$ cat src/rtl/logic_unit_arbiter_pkg.sv
// Shared op-code constants and FSM state encoding for the two-port logic unit arbiter.
package logic_unit_arbiter_pkg;

    localparam logic [1:0] OP_AND = 2'b00;
    localparam logic [1:0] OP_OR  = 2'b01;
    localparam logic [1:0] OP_XOR = 2'b10;
    localparam logic [1:0] OP_ILL = 2'b11;

    typedef enum logic [1:0] {
        IDLE = 2'b00,
        EXEC = 2'b01,
        RESP = 2'b10
    } state_t;

endpackage

$ cat src/rtl/logic_unit_arbiter_rr_arbiter2.sv
// Two-way round-robin arbiter: on contention, the requester not granted last time wins.
module rr_arbiter2 (
    input  logic [1:0] valid,
    input  logic       last_grant,
    input  logic       en,
    output logic [1:0] grant,
    output logic       grant_id
);

    always_comb begin
        grant    = 2'b00;
        grant_id = 1'b0;
        if (en) begin
            case (valid)
                2'b01: grant = 2'b01;
                2'b10: begin
                    grant    = 2'b10;
                    grant_id = 1'b1;
                end
                2'b11: begin
                    if (last_grant) begin
                        grant = 2'b01;
                    end else begin
                        grant    = 2'b10;
                        grant_id = 1'b1;
                    end
                end
                default: grant = 2'b00;
            endcase
        end
    end

endmodule

$ cat src/rtl/logic_unit_arbiter.sv
// Shares one combinational logic unit between two requesters: accept, one settle cycle, then hold the response.
module logic_unit_arbiter
    import logic_unit_arbiter_pkg::*;
#(
    parameter int WIDTH = 64,
    parameter int OP_W  = 2
) (
    input  logic             clk,
    input  logic             reset,
    input  logic             req0_valid,
    input  logic             req1_valid,
    output logic             req0_ready,
    output logic             req1_ready,
    input  logic [OP_W-1:0]  req0_op,
    input  logic [OP_W-1:0]  req1_op,
    input  logic [WIDTH-1:0] req0_a,
    input  logic [WIDTH-1:0] req0_b,
    input  logic [WIDTH-1:0] req1_a,
    input  logic [WIDTH-1:0] req1_b,
    output logic [WIDTH-1:0] lu_a,
    output logic [WIDTH-1:0] lu_b,
    output logic [OP_W-1:0]  lu_op,
    input  logic [WIDTH-1:0] lu_out,
    output logic             resp_valid,
    input  logic             resp_ready,
    output logic             resp_id,
    output logic [WIDTH-1:0] resp_data,
    output logic             resp_err
);

    state_t     state;
    logic       last_grant;
    logic [1:0] grant;
    logic       grant_id;
    logic       accept;
    logic       illegal;

    rr_arbiter2 u_arb (
        .valid      ({req1_valid, req0_valid}),
        .last_grant (last_grant),
        .en         (state == IDLE),
        .grant      (grant),
        .grant_id   (grant_id)
    );

    assign req0_ready = grant[0];
    assign req1_ready = grant[1];
    assign accept     = |grant;
    assign illegal    = (lu_op == OP_W'(OP_ILL));
    assign resp_valid = (state == RESP);

    // lu_* are loaded only at accept, so they stay put for the whole settle cycle
    always_ff @(posedge clk or negedge reset) begin
        if (!reset) begin
            state      <= IDLE;
            last_grant <= 1'b1;
            lu_a       <= '0;
            lu_b       <= '0;
            lu_op      <= '0;
            resp_data  <= '0;
            resp_id    <= 1'b0;
            resp_err   <= 1'b0;
        end else begin
            case (state)
                IDLE: begin
                    if (accept) begin
                        state      <= EXEC;
                        last_grant <= grant_id;
                        resp_id    <= grant_id;
                        lu_a       <= grant_id ? req1_a  : req0_a;
                        lu_b       <= grant_id ? req1_b  : req0_b;
                        lu_op      <= grant_id ? req1_op : req0_op;
                    end
                end
                EXEC: begin
                    state     <= RESP;
                    resp_err  <= illegal;
                    resp_data <= illegal ? '0 : lu_out;
                end
                RESP: begin
                    if (resp_ready) begin
                        state <= IDLE;
                    end
                end
                default: state <= IDLE;
            endcase
        end
    end

endmodule
$ cat config.mk
export PLATFORM = sky130hd
export DESIGN_NAME = logic_unit_arbiter
export DESIGN_NICKNAME = d
export VERILOG_FILES = /design/src/rtl/logic_unit_arbiter_pkg.sv /design/src/rtl/logic_unit_arbiter_rr_arbiter2.sv /design/src/rtl/logic_unit_arbiter.sv
export SDC_FILE = /design/constraint.sdc
export NUM_CORES = 1
export LEC_CHECK = 0
export CAP_MARGIN = 20
export CORE_AREA = 2 2 205 207
export CTS_BUF_LIST = sky130_fd_sc_hd__clkbuf_8
export DETAILED_ROUTE_END_ITERATION = 6
export DIE_AREA = 0 0 207 209
export GPL_ROUTABILITY_DRIVEN = 0
export GPL_TIMING_DRIVEN = 0
export HOLD_SLACK_MARGIN = 0.15
export PLACE_DENSITY = 0.56
export SETUP_SLACK_MARGIN = 0.15
export SYNTH_ARGS = -nofsm -noshare
export SYNTH_HDL_FRONTEND = slang
export SYNTH_SLANG_ARGS = --single-unit
export TNS_END_PERCENT = 10
$ cat constraint.sdc
create_clock -name clk -period 1.4 [get_ports clk]
set_input_delay 0.14 -clock clk [delete_from_list [all_inputs] [get_ports clk]]
set_output_delay 0.14 -clock clk [all_outputs]
set_load 0.02 [all_outputs]
==> results by group, run 1 <==
Power and ir drop
  • Pwr Density: 1970 nW/um^2
  • Leak pwr: 8.22 nW
  • Peak VDD IR: 0.000751 V
  • Power, Total: 37.9 mW

Route
  • First-pass iteration count of the detailed router: 5
  • Vias per Instance: 5.04
  • WL final: 49300 microns
  • DRC violations left: 0
  • Vias: 11192
  • WL per Instance: 22.2 microns
  • Antenna-violating nets left: 0
  • Iter 0 DRT Violations: 854

Critical path
  • CP endpoint kind: primary output
  • Worst path slowest cell: dfstp_2
  • CP Launch Type: register
  • Worst Path Buf+Inv: 4
  • Critical Path AT: 1.83 ns
  • CP max stage delay: 0.56 ns
  • Delay-heaviest family, CP: flip-flops
  • WS Path Type: reg -> out
  • Worst Path Required: 1.26 ns
  • Critical Path Fanout Max: 3
  • Sequence of cells on the critical path: buf_8, nand2_8, buf_12, clkbuf_16, and2_4, buf_6

Synthesis
  • FFs w/ async S/R, synth: 100%
  • Commonest cells in the synthesized netlist: 198 x dfrtp_1, 130 x and3_1, 130 x nand3b_1, 130 x o2111ai_1, 127 x o21ai_0
  • Area leader, netlist: dfrtp_1
  • EDFF count, synth: 0
  • Synthesized area: 9930 sq um
  • Share of the synthesized area in the top cell type: 49.9%
  • Mapped Cells: 933
  • Main synth FF type: dfrtp_1
  • Post-synthesis sequential area ratio: 50.1%
  • Ys Warns: 0
  • Number of synthesized register bits: 199
  • Top cells by area, synth: dfrtp_1 50%, o2111ai_1 11%, nand3b_1 9.8%, and3_1 8.2%, o21ai_0 6.4%
  • Syn avg cell area: 10.6 sq um
  • Post-synth net total: 1262
  • Distinct cell type count after synthesis: 27
  • Most frequent cell after synthesis: dfrtp_1

Final layout
  • Final #Nets: 1995
  • Finished Layout Cells: 2220
  • Area Growth Syn to Fin: 93.2%
  • Ratio of cells with drive above 1 in the final layout: 24.2%

Floorplan
  • I/O pin count: 528
  • Die Y-Extent: 209 microns
  • Initial Util: 24.1%
  • Core area: 41300 sq um
  • Die area: 43300 sq um
  • Die width: 207 microns
  • Site row count: 75

Placed design
  • Dpl cells: 1999
  • Dpl hpwl: 34700 microns
  • Port bufs: 526
  • Pre-CTS setup slack: -1.17 ns

Clock tree
  • Inserted Clock Buffers: 17
  • Max clock buf depth: 2
  • Hold-fix buffers, CTS: 162
  • Clk sinks: 199
  • Clock latency on the worst-skew pair: 0.57 ns
  • # H-tree levels: 4
  • Clk pin slew, worst setup/hold paths: 0.11 ns
  • CTS tree: yes
  • Root Buffer: clkbuf_8

Timing
  • Final Hold Fails: 0
  • # setup viols final: 137
  • Final worst setup slack: -0.566 ns
  • Clock skew: 0.0189 ns
  • Max Freq: 509 MHz
  • Fin crit share: 140%
  • Worst Tran Pin Value: 0.633 ns
  • Slew margin rel.: 57.8%
  • RSZ-0062 raised after global routing: true
  • Final max-slew violation count: 0
  • Tmin final: 1.97 ns

Global route
  • Vias in the first global route: 11472
  • GRT Total Usage: 22.0%
  • Largest net degree at the start of global routing: 105
  • Overflow left after global routing: 0
  • First-pass GRT wire length: 72500 microns
  • Initial antenna violation count: 2

Run status
  • Failing checks: negative setup slack
  • Run status: complete, but fails checks

Hold path
  • Worst hold path type: in -> async

Job
  • Max cap viols: 0
## logic make-up after synthesis
| logic type | count (synthesis) | synth area share, % |
|---|---|---|
| muxes | 1 | 0.113 |
| buffers and inverters | 134 | 7.09 |
| DFF | 199 | 50.1 |
| AOI/OAI and AO/OA | 329 | 24.0 |
| and+or+nand+nor | 270 | 18.7 |
## cells in the final DEF (no fill, tap or decap), types with 3 or more instances in the layout
master	count
inv_6	3
a22o_1	64
clkbuf_8	19
buf_4	23
buf_6	204
clkbuf_16	11
and3_4	54
clkdlybuf4s50_1	326
dlygate4sd3_1	162
nand3b_1	130
inv_1	5
buf_2	10
o21ai_1	20
buf_8	12
o21ai_0	111
dfrtp_1	194
clkdlybuf4s15_2	18
o2111ai_1	130
clkbuf_2	19
buf_12	6
and3_1	76
dfrtp_2	4
clkinvlp_4	3
clkbuf_1	47
## per-layer routing
metal,routed length [microns],global-route usage [%]
met2,23800,35.6
met3,3130,5.70
met1,20900,28.0
met5,0,0
met4,1470,8.99
## metrics by stage
step	TNS (ns)	area (sq um)	hold WS [ns]	utilization [%]
after floorplan	0	10000	-0.156	-
after global placement	-1875.38	16000	0.462	38.6
after detailed placement	-91.71	16000	0.234	38.7
after CTS	-83.06	18500	0.143	44.8
after global routing	-60.43	19200	0.106	46.5
final	-49.20	19200	0.0976	46.5
## report_power, final
group | total, mW | leakage (nW) | switching, mW | internal (mW)
registers | 10.7 | 2.46 | 2.18 | 8.55
logic | 23.1 | 5.55 | 11.7 | 11.3
clock network | 4.07 | 0.201 | 2.42 | 1.65
total | 37.9 | 8.22 | 16.3 | 21.5
## layout make-up
class	count	area, sq um
fill	3869	22100
clock buffer	18	248
multi-input combinational	600	4570
buffer	129	1050
timing repair buffer	714	7490
tap	539	674
inverter	5	18.8
antenna	2	5.00
clock inverter	14	150
sequential	199	4990
## state kept, by name, summed over array words and instances, names as in the netlist
signal	cells
lu_b	64
state	2
lu_a	64
lu_op	2
resp_data	64
resp_id	1
last_grant	1
resp_err	1
## final timing paths
path	from	to	slack, ns	cells past startpoint
worst min-delay path	reset	resp_data[28]	0.1	2
worst max register to register	last_grant	lu_b[42]	-0.50	9
max in group asynchronous	reset	lu_b[24]	0.31	3
min in group clk	req0_b[59]	lu_b[59]	0.23	3
worst min register to register	resp_data[5]	resp_data[5]	0.52	1
worst max-delay path	last_grant	req1_ready	-0.57	6
## repair_timing
| action | CTS | global route |
|---|---|---|
| pin swaps | 3 | 15 |
| setup endpoints to repair | 398 | 499 |
| cloned | 2 | 9 |
| endpoints found under the hold margin | 254 | 25 |
| resized for setup | 755 | 519 |
| buffers inserted | 9 | 5 |
Note: power is estimated with default switching activity, not from simulation.
==> run 2: changes to the inputs <==
--- a/config.mk
+++ b/config.mk
@@ -8,6 +8,7 @@
 export CAP_MARGIN = 20
 export CORE_AREA = 2 2 205 207
 export CTS_BUF_LIST = sky130_fd_sc_hd__clkbuf_8
+export CTS_CLUSTER_SIZE = 40
 export DETAILED_ROUTE_END_ITERATION = 6
 export DIE_AREA = 0 0 207 209
 export GPL_ROUTABILITY_DRIVEN = 0
@@ -15,6 +16,7 @@
 export HOLD_SLACK_MARGIN = 0.15
 export PLACE_DENSITY = 0.56
 export SETUP_SLACK_MARGIN = 0.15
+export SKIP_CTS_REPAIR_TIMING = 1
 export SYNTH_ARGS = -nofsm -noshare
 export SYNTH_HDL_FRONTEND = slang
 export SYNTH_SLANG_ARGS = --single-unit
==> run 2 against run 1 <==
Compared with the run above: the run ends with negative hold slack, negative setup slack left; via count fell by 5.3%; sequential power about the same; critical path depth unchanged; non-clock buffer count shrank 118; critical path type unchanged.
==> results by group, run 2 (synthesis results as in run 1) <==
Route
  • DRC violations left: 0 (unchanged)
  • WL final: 47300 microns (was 49300 microns)
  • Vias per Instance: 5.04 (about the same)
  • Antenna-violating nets left: 0 (unchanged)
  • WL per Instance: 22.5 microns (was 22.2 microns)
  • First-pass iteration count of the detailed router: 4 (was 5)
  • Iter 0 DRT Violations: 832 (was 854)
  • Vias: 10599 (was 11192)

Final layout
  • Biggest regs: lu_a: 64 flops, lu_b: 64 flops, resp_data: 64 flops (unchanged)
  • Most frequent cells in the layout: 431 x clkdlybuf4s50_1, 195 x dfrtp_1, 130 x o2111ai_1, 130 x nand3b_1, 129 x and3_1 (was 326 x clkdlybuf4s50_1, 204 x buf_6, 194 x dfrtp_1)
  • Core Util, Final: 41.8% (was 46.5%)
  • Area Growth Syn to Fin: 73.8% (was 93.2%)
  • Fillers: 4054 (was 3869)
  • Final #Nets: 1877 (was 1995)
  • Commonest non-fill, non-tap cell in the layout: clkdlybuf4s50_1 (unchanged)
  • Ratio of cells with drive above 1 in the final layout: 14.5% (was 24.2%)
  • Fin area: 17300 sq um (was 19200 sq um)

Power and ir drop
  • Clock Power Share: 11.2% (was 10.7%)
  • Leak pwr: 7.41 nW (was 8.22 nW)
  • Comb pwr share: 59.8% (was 60.9%)
  • Peak VDD IR: 0.000703 V (was 0.000751 V)
  • Sw Ratio: 43.5% (was 43.1%)
  • Power, Total: 36.0 mW (was 37.9 mW)
  • Pwr Density: 2090 nW/um^2 (was 1970 nW/um^2)
  • Internal power: 20.4 mW (was 21.5 mW)
  • Psw: 15.7 mW (was 16.3 mW)
  • Part of the power in registers: 29.0% (was 28.3%)

Global route
  • First-pass GRT wire length: 68700 microns (was 72500 microns)
  • Initial antenna violation count: 3 (was 2)
  • Largest net degree at the start of global routing: 105 (unchanged)
  • Overflow left after global routing: 0 (unchanged)
  • Vias in the first global route: 10507 (was 11472)
  • GRT Total Usage: 21.0% (was 22.0%)

Clock tree
  • Clk pin slew, worst setup/hold paths: 0.11 ns (about the same)
  • Max clock buf depth: 2 (unchanged)
  • CTS tree: yes (unchanged)
  • Clock latency on the worst-skew pair: 0.57 ns (about the same)
  • Clk sinks: 199 (unchanged)
  • Inserted Clock Buffers: 17 (unchanged)
  • # H-tree levels: 4 (unchanged)
  • Root Buffer: clkbuf_8 (unchanged)

Floorplan
  • Initial Util: 24.1% (unchanged)
  • I/O pin count: 528 (unchanged)
  • Core area: 41300 sq um (unchanged)
  • Die area: 43300 sq um (unchanged)
  • Site row count: 75 (unchanged)
  • Die Y-Extent: 209 microns (unchanged)
  • Die width: 207 microns (unchanged)

Timing
  • Hold Worst Slack: -0.437 ns (was 0.0976 ns)
  • Fin crit share: 140% (about the same)
  • Final worst setup slack: -0.553 ns (was -0.566 ns)
  • # setup viols final: 305 (was 137)
  • Worst Tran Pin Value: 0.796 ns (was 0.633 ns)
  • Slew margin rel.: 47.0% (was 57.8%)
  • Final Hold Fails: 94 (was 0)
  • Clock skew: 0.0195 ns (was 0.0189 ns)
  • Tmin final: 1.95 ns (was 1.97 ns)
  • Max Freq: 512 MHz (was 509 MHz)
  • Final max-slew violation count: 0 (unchanged)
  • RSZ-0062 raised after global routing: true (unchanged)

Placed design
  • Port bufs: 526 (unchanged)
  • Placed cell area: 16000 sq um (unchanged)
  • Dpl hpwl: 34700 microns (unchanged)

Critical path
  • WS Path Type: reg -> out (unchanged)
  • Worst Path Buf+Inv: 4 (unchanged)
  • Critical Path AT: 1.81 ns (was 1.83 ns)
  • CP endpoint kind: primary output (unchanged)
  • CP Launch Type: register (unchanged)
  • Sequence of cells on the critical path: buf_8, nand2_8, buf_12, buf_8, and2_4, buf_6 (was buf_8, nand2_8, buf_12, clkbuf_16, and2_4, buf_6)
  • Worst path slowest cell: dfstp_2 (unchanged)
  • Worst Path Required: 1.26 ns (about the same)
  • Critical Path Fanout Max: 5 (was 3)
  • CP max stage delay: 0.55 ns (was 0.56 ns)
  • CP most frequent cell: buf_8
  • Delay-heaviest family, CP: flip-flops (unchanged)

Run status
  • Run status: complete, but fails checks (unchanged)
  • Failing checks: negative hold slack, negative setup slack (was negative setup slack)

Job
  • Max cap viols: 0 (unchanged)

Hold path
  • Worst hold path type: in -> async (unchanged)
==> run 2: changes by cell type in the layout (fill, tap and decap cells not counted), moves of 11 or more <==
cell and delta:
dlygate4sd3_1 -114, clkdlybuf4s50_1 +105, buf_6 -90, and3_1 +53
and3_4 -53, clkdlybuf4s15_2 -18, clkbuf_1 +14, buf_4 +11
clkbuf_16 -11
==> run 2: stage by stage <==
stage,setup TNS (ns),std cells,setup slack [ns]
6_report,-73.66,2103,-0.553
3_5_place_dp,-91.71,1999,-1.17
4_1_cts,-161.14,2031,-1.70
3_3_place_gp,-1875.38,1998,-9.02
5_1_grt,-99.90,2103,-0.652
2_1_floorplan,0,933,0.0166
==> run 2: area by class of cell <==
| class | instances | area (sq um) | area share [%] |
|---|---|---|---|
| Antenna cell | 3 | 7.51 | 0.0435 |
| Buffer | 129 | 847 | 4.91 |
| Clock buffer | 18 | 248 | 1.44 |
| Clock inverter | 14 | 150 | 0.870 |
| Inverter | 5 | 18.8 | 0.109 |
| Multi-Input combinational cell | 600 | 4280 | 24.8 |
| Sequential cell | 199 | 4980 | 28.9 |
| Tap cell | 539 | 674 | 3.91 |
| Timing Repair Buffer | 596 | 6050 | 35.1 |
==> run 2: final timing paths <==
| check | startpoint | endpoint | slack (ns) | cells past startpoint |
|---|---|---|---|---|
| min reg2reg | lu_a[1] | lu_a[1] | 0.51 | 2 |
| max reg2reg | state[1] | lu_a[49] | -0.35 | 5 |
| max in group asynchronous | reset | lu_a[26] | 0.76 | 2 |
| min in group clk | lu_out[33] | resp_data[33] | 0.18 | 2 |
| max | last_grant | req1_ready | -0.55 | 6 |
| min | reset | resp_data[28] | -0.44 | 1 |
==> run 2: routing by layer <==
layer / track usage, % / wire [microns] / vias up
li1: - / - / 4879
met1: 27.2 / 20700 / 5254
met2: 33.5 / 22600 / 408
met3: 5.85 / 2970 / 58
met4: 8.00 / 1080 / 0
met5: 0 / 0 / -
==> run 2: power groups by stage <==
| stage | clock, mW | combinational, mW | sequential [mW] |
|---|---|---|---|
| after floorplan | 0 | 7.46 | 13.2 |
| after global placement | 0 | 20.4 | 10.2 |
| after detailed placement | 0 | 20.5 | 10.2 |
| after CTS | 4.26 | 20.5 | 10.2 |
| after global routing | 4.42 | 22.9 | 10.8 |
| final | 4.04 | 21.6 | 10.4 |
==> run 2: worst reg2reg max path: cells and delay by family, from the launching register on <==
kind | cells | cell delay (ns)
and+or+nand+nor | 3 | 0.65
buffers and inverters | 2 | 0.56
DFF | 1 | 0.48
==> run 3: changes to the inputs <==
==> constraint.sdc (replaced) <==
create_clock -name clk -period 1.4 [get_ports clk]
set_input_delay 0.14 -clock clk [delete_from_list [all_inputs] [get_ports clk]]
set_output_delay 0.14 -clock clk [all_outputs]
set_load 0.005 [all_outputs]
==> run 3 against run 2 <==
Compared with the run above: the flow still finishes with violations (negative hold slack, negative setup slack); critical path depth decreased by 1; core utilization fell by 2.1 points; setup slack worse by 0.023 ns; clock-buffer cell count is 1 higher; die area unchanged; sequential power hardly changed.
==> results by group, run 3 (synthesis results as in run 1) <==
Run status
  • Run status: complete, but fails checks (unchanged)
  • Failing checks: negative hold slack, negative setup slack (unchanged)

Global route
  • Overflow left after global routing: 0 (unchanged)
  • GRT Total Usage: 21.2% (was 21.0%)
  • GR peak layer: met2 (unchanged)
  • Met2 Use GR: 35.9% (was 33.5%)
  • Largest net degree at the start of global routing: 107 (was 105)
  • Vias in the first global route: 10691 (was 10507)
  • Initial antenna violation count: 3 (unchanged)
  • Met3 usage in global routing: 6.09% (was 5.85%)
  • Met1 Use GR: 26.3% (was 27.2%)
  • First-pass GRT wire length: 69600 microns (was 68700 microns)

Timing
  • Final Hold Fails: 104 (was 94)
  • Tmin final: 1.98 ns (was 1.95 ns)
  • Worst Tran Pin Value: 0.932 ns (was 0.796 ns)
  • RSZ-0062 raised after global routing: true (unchanged)
  • Final max-slew violation count: 0 (unchanged)
  • # setup viols final: 200 (was 305)
  • Fin crit share: 141% (was 140%)
  • Max Freq: 506 MHz (was 512 MHz)
  • Slew margin rel.: 37.8% (was 47.0%)
  • Clock skew: 0.0167 ns (was 0.0195 ns)
  • Hold Worst Slack: -0.336 ns (was -0.437 ns)
  • Final worst setup slack: -0.577 ns (was -0.553 ns)

Final layout
  • Most frequent cells in the layout: 326 x clkdlybuf4s50_1, 194 x dfrtp_1, 157 x clkbuf_2 (was 431 x clkdlybuf4s50_1, 195 x dfrtp_1, 130 x o2111ai_1, 130 x nand3b_1, 129 x and3_1)
  • Ratio of cells with drive above 1 in the final layout: 23.5% (was 14.5%)
  • Commonest non-fill, non-tap cell in the layout: clkdlybuf4s50_1 (unchanged)
  • Area Growth Syn to Fin: 65.2% (was 73.8%)
  • Biggest regs: lu_a: 64 flops, lu_b: 64 flops, resp_data: 64 flops (unchanged)
  • Final #Nets: 1846 (was 1877)

Clock tree
  • CTS tree: yes (unchanged)
  • Max clock buf depth: 2 (unchanged)
  • Root Buffer: clkbuf_8 (unchanged)
  • Clock latency on the worst-skew pair: 0.51 ns (was 0.57 ns)
  • Clk pin slew, worst setup/hold paths: 0.10 ns (was 0.11 ns)
  • # H-tree levels: 4 (unchanged)
  • Inserted Clock Buffers: 17 (unchanged)
  • Clk sinks: 199 (unchanged)

Route
  • Vias per Instance: 5.04 (about the same)
  • Iter 0 DRT Violations: 771 (was 832)
  • WL per Instance: 23.4 microns (was 22.5 microns)
  • WL final: 48400 microns (was 47300 microns)
  • Vias: 10438 (was 10599)
  • DRC violations left: 0 (unchanged)
  • First-pass iteration count of the detailed router: 5 (was 4)
  • Antenna-violating nets left: 0 (unchanged)

Floorplan
  • Core area: 41300 sq um (unchanged)
  • Die area: 43300 sq um (unchanged)
  • Site row count: 75 (unchanged)
  • I/O pin count: 528 (unchanged)
  • Initial Util: 24.1% (unchanged)
  • Die Y-Extent: 209 microns (unchanged)
  • Die width: 207 microns (unchanged)

Critical path
  • Critical Path AT: 1.84 ns (was 1.81 ns)
  • Reg-to-Reg Start: state[0] (was state[1])
  • WS Path Type: reg -> out (unchanged)
  • CP endpoint kind: primary output (unchanged)
  • Reg2reg setup slack: -0.43 ns (was -0.35 ns)
  • Reg2Reg Depth: 8 (was 5)
  • Worst reg2reg endpoint: lu_b[59] (was lu_a[49])
  • CP Launch Type: register (unchanged)
  • Critical Path Fanout Max: 5 (unchanged)
  • Worst Path Required: 1.26 ns (about the same)

Power and ir drop
  • Pwr Density: 1940 nW/um^2 (was 2090 nW/um^2)
  • Peak VDD IR: 0.000676 V (was 0.000703 V)
  • Leak pwr: 7.49 nW (was 7.41 nW)

Job
  • Max cap viols: 0 (unchanged)

Hold path
  • Worst hold path type: in -> async (unchanged)

Placed design
  • Port bufs: 526 (unchanged)
  • Pre-CTS setup slack: -0.953 ns (was -1.17 ns)
  • Dpl hpwl: 35200 microns (was 34700 microns)
==> run 3: cell types whose count changed in the layout (fill, tap and decap cells not counted), sizes merged, moves of 8 or more <==
cell	change
clkdlybuf4s50	-105
buf	-39
dlygate4sd3	-48
dlymetal6s2s	+8
clkbuf	+154
==> run 3: per-layer routing <==
layer,wire [microns],vias to the layer above
li1,-,4812
met5,25,-
met3,3510,33
met2,24300,436
met4,576,4
met1,20000,5153
==> run 3: how the worst max path moves through the flow <==
| stage | start | to | slack [ns] | depth (start not counted) |
|---|---|---|---|---|
| detailed placement | req1_valid | req1_ready | -0.95 | 5 |
| floorplan | state[1] | lu_a[27] | 0.02 | 6 |
| global route | state[0] | req1_ready | -0.69 | 5 |
| finish | state[0] | req1_ready | -0.58 | 5 |
| CTS | state[1] | req0_ready | -1.48 | 5 |
| global placement | reset | lu_a[54] | -9.01 | 1 |
==> run 3: area by class of cell <==
cell class                 instances  area, sq um
inverter                           5         18.8
buffer                           129         1030
tap                              539          674
clock inverter                    12          128
clock buffer                      19          262
timing repair buffer             565         4980
sequential                       199         4990
multi-input combinational        600         4330
fill                            4152        24900
antenna                            1         2.50
==> run 3: critical path: stages, from the launching register on <==
cell and delay, ns:
dfrtp_2 0.45, buf_6 0.13, nor3b_4 0.33, buf_6 0.18, and2_4 0.14, buf_6 0.09
==> run 3: power breakdown <==
| group | switching [mW] | internal [mW] | total, mW |
|---|---|---|---|
| Combinational | 8.80 | 8.84 | 17.6 |
| Clock | 2.26 | 1.67 | 3.93 |
| Sequential | 1.66 | 8.54 | 10.2 |
==> run 3: per-stage QoR <==
stage	area, sq um	TNS (ns)	power [mW]	instances	util, %
after detailed placement	16000	-112.26	27.7	1999	38.8
after floorplan	10100	0	17.7	933	-
after CTS	16400	-144.99	31.8	2030	39.8
final	16400	-50.46	31.8	2069	39.7
after global routing	16400	-66.16	33.9	2068	39.7
after global placement	16000	-1890.38	27.6	1998	38.7
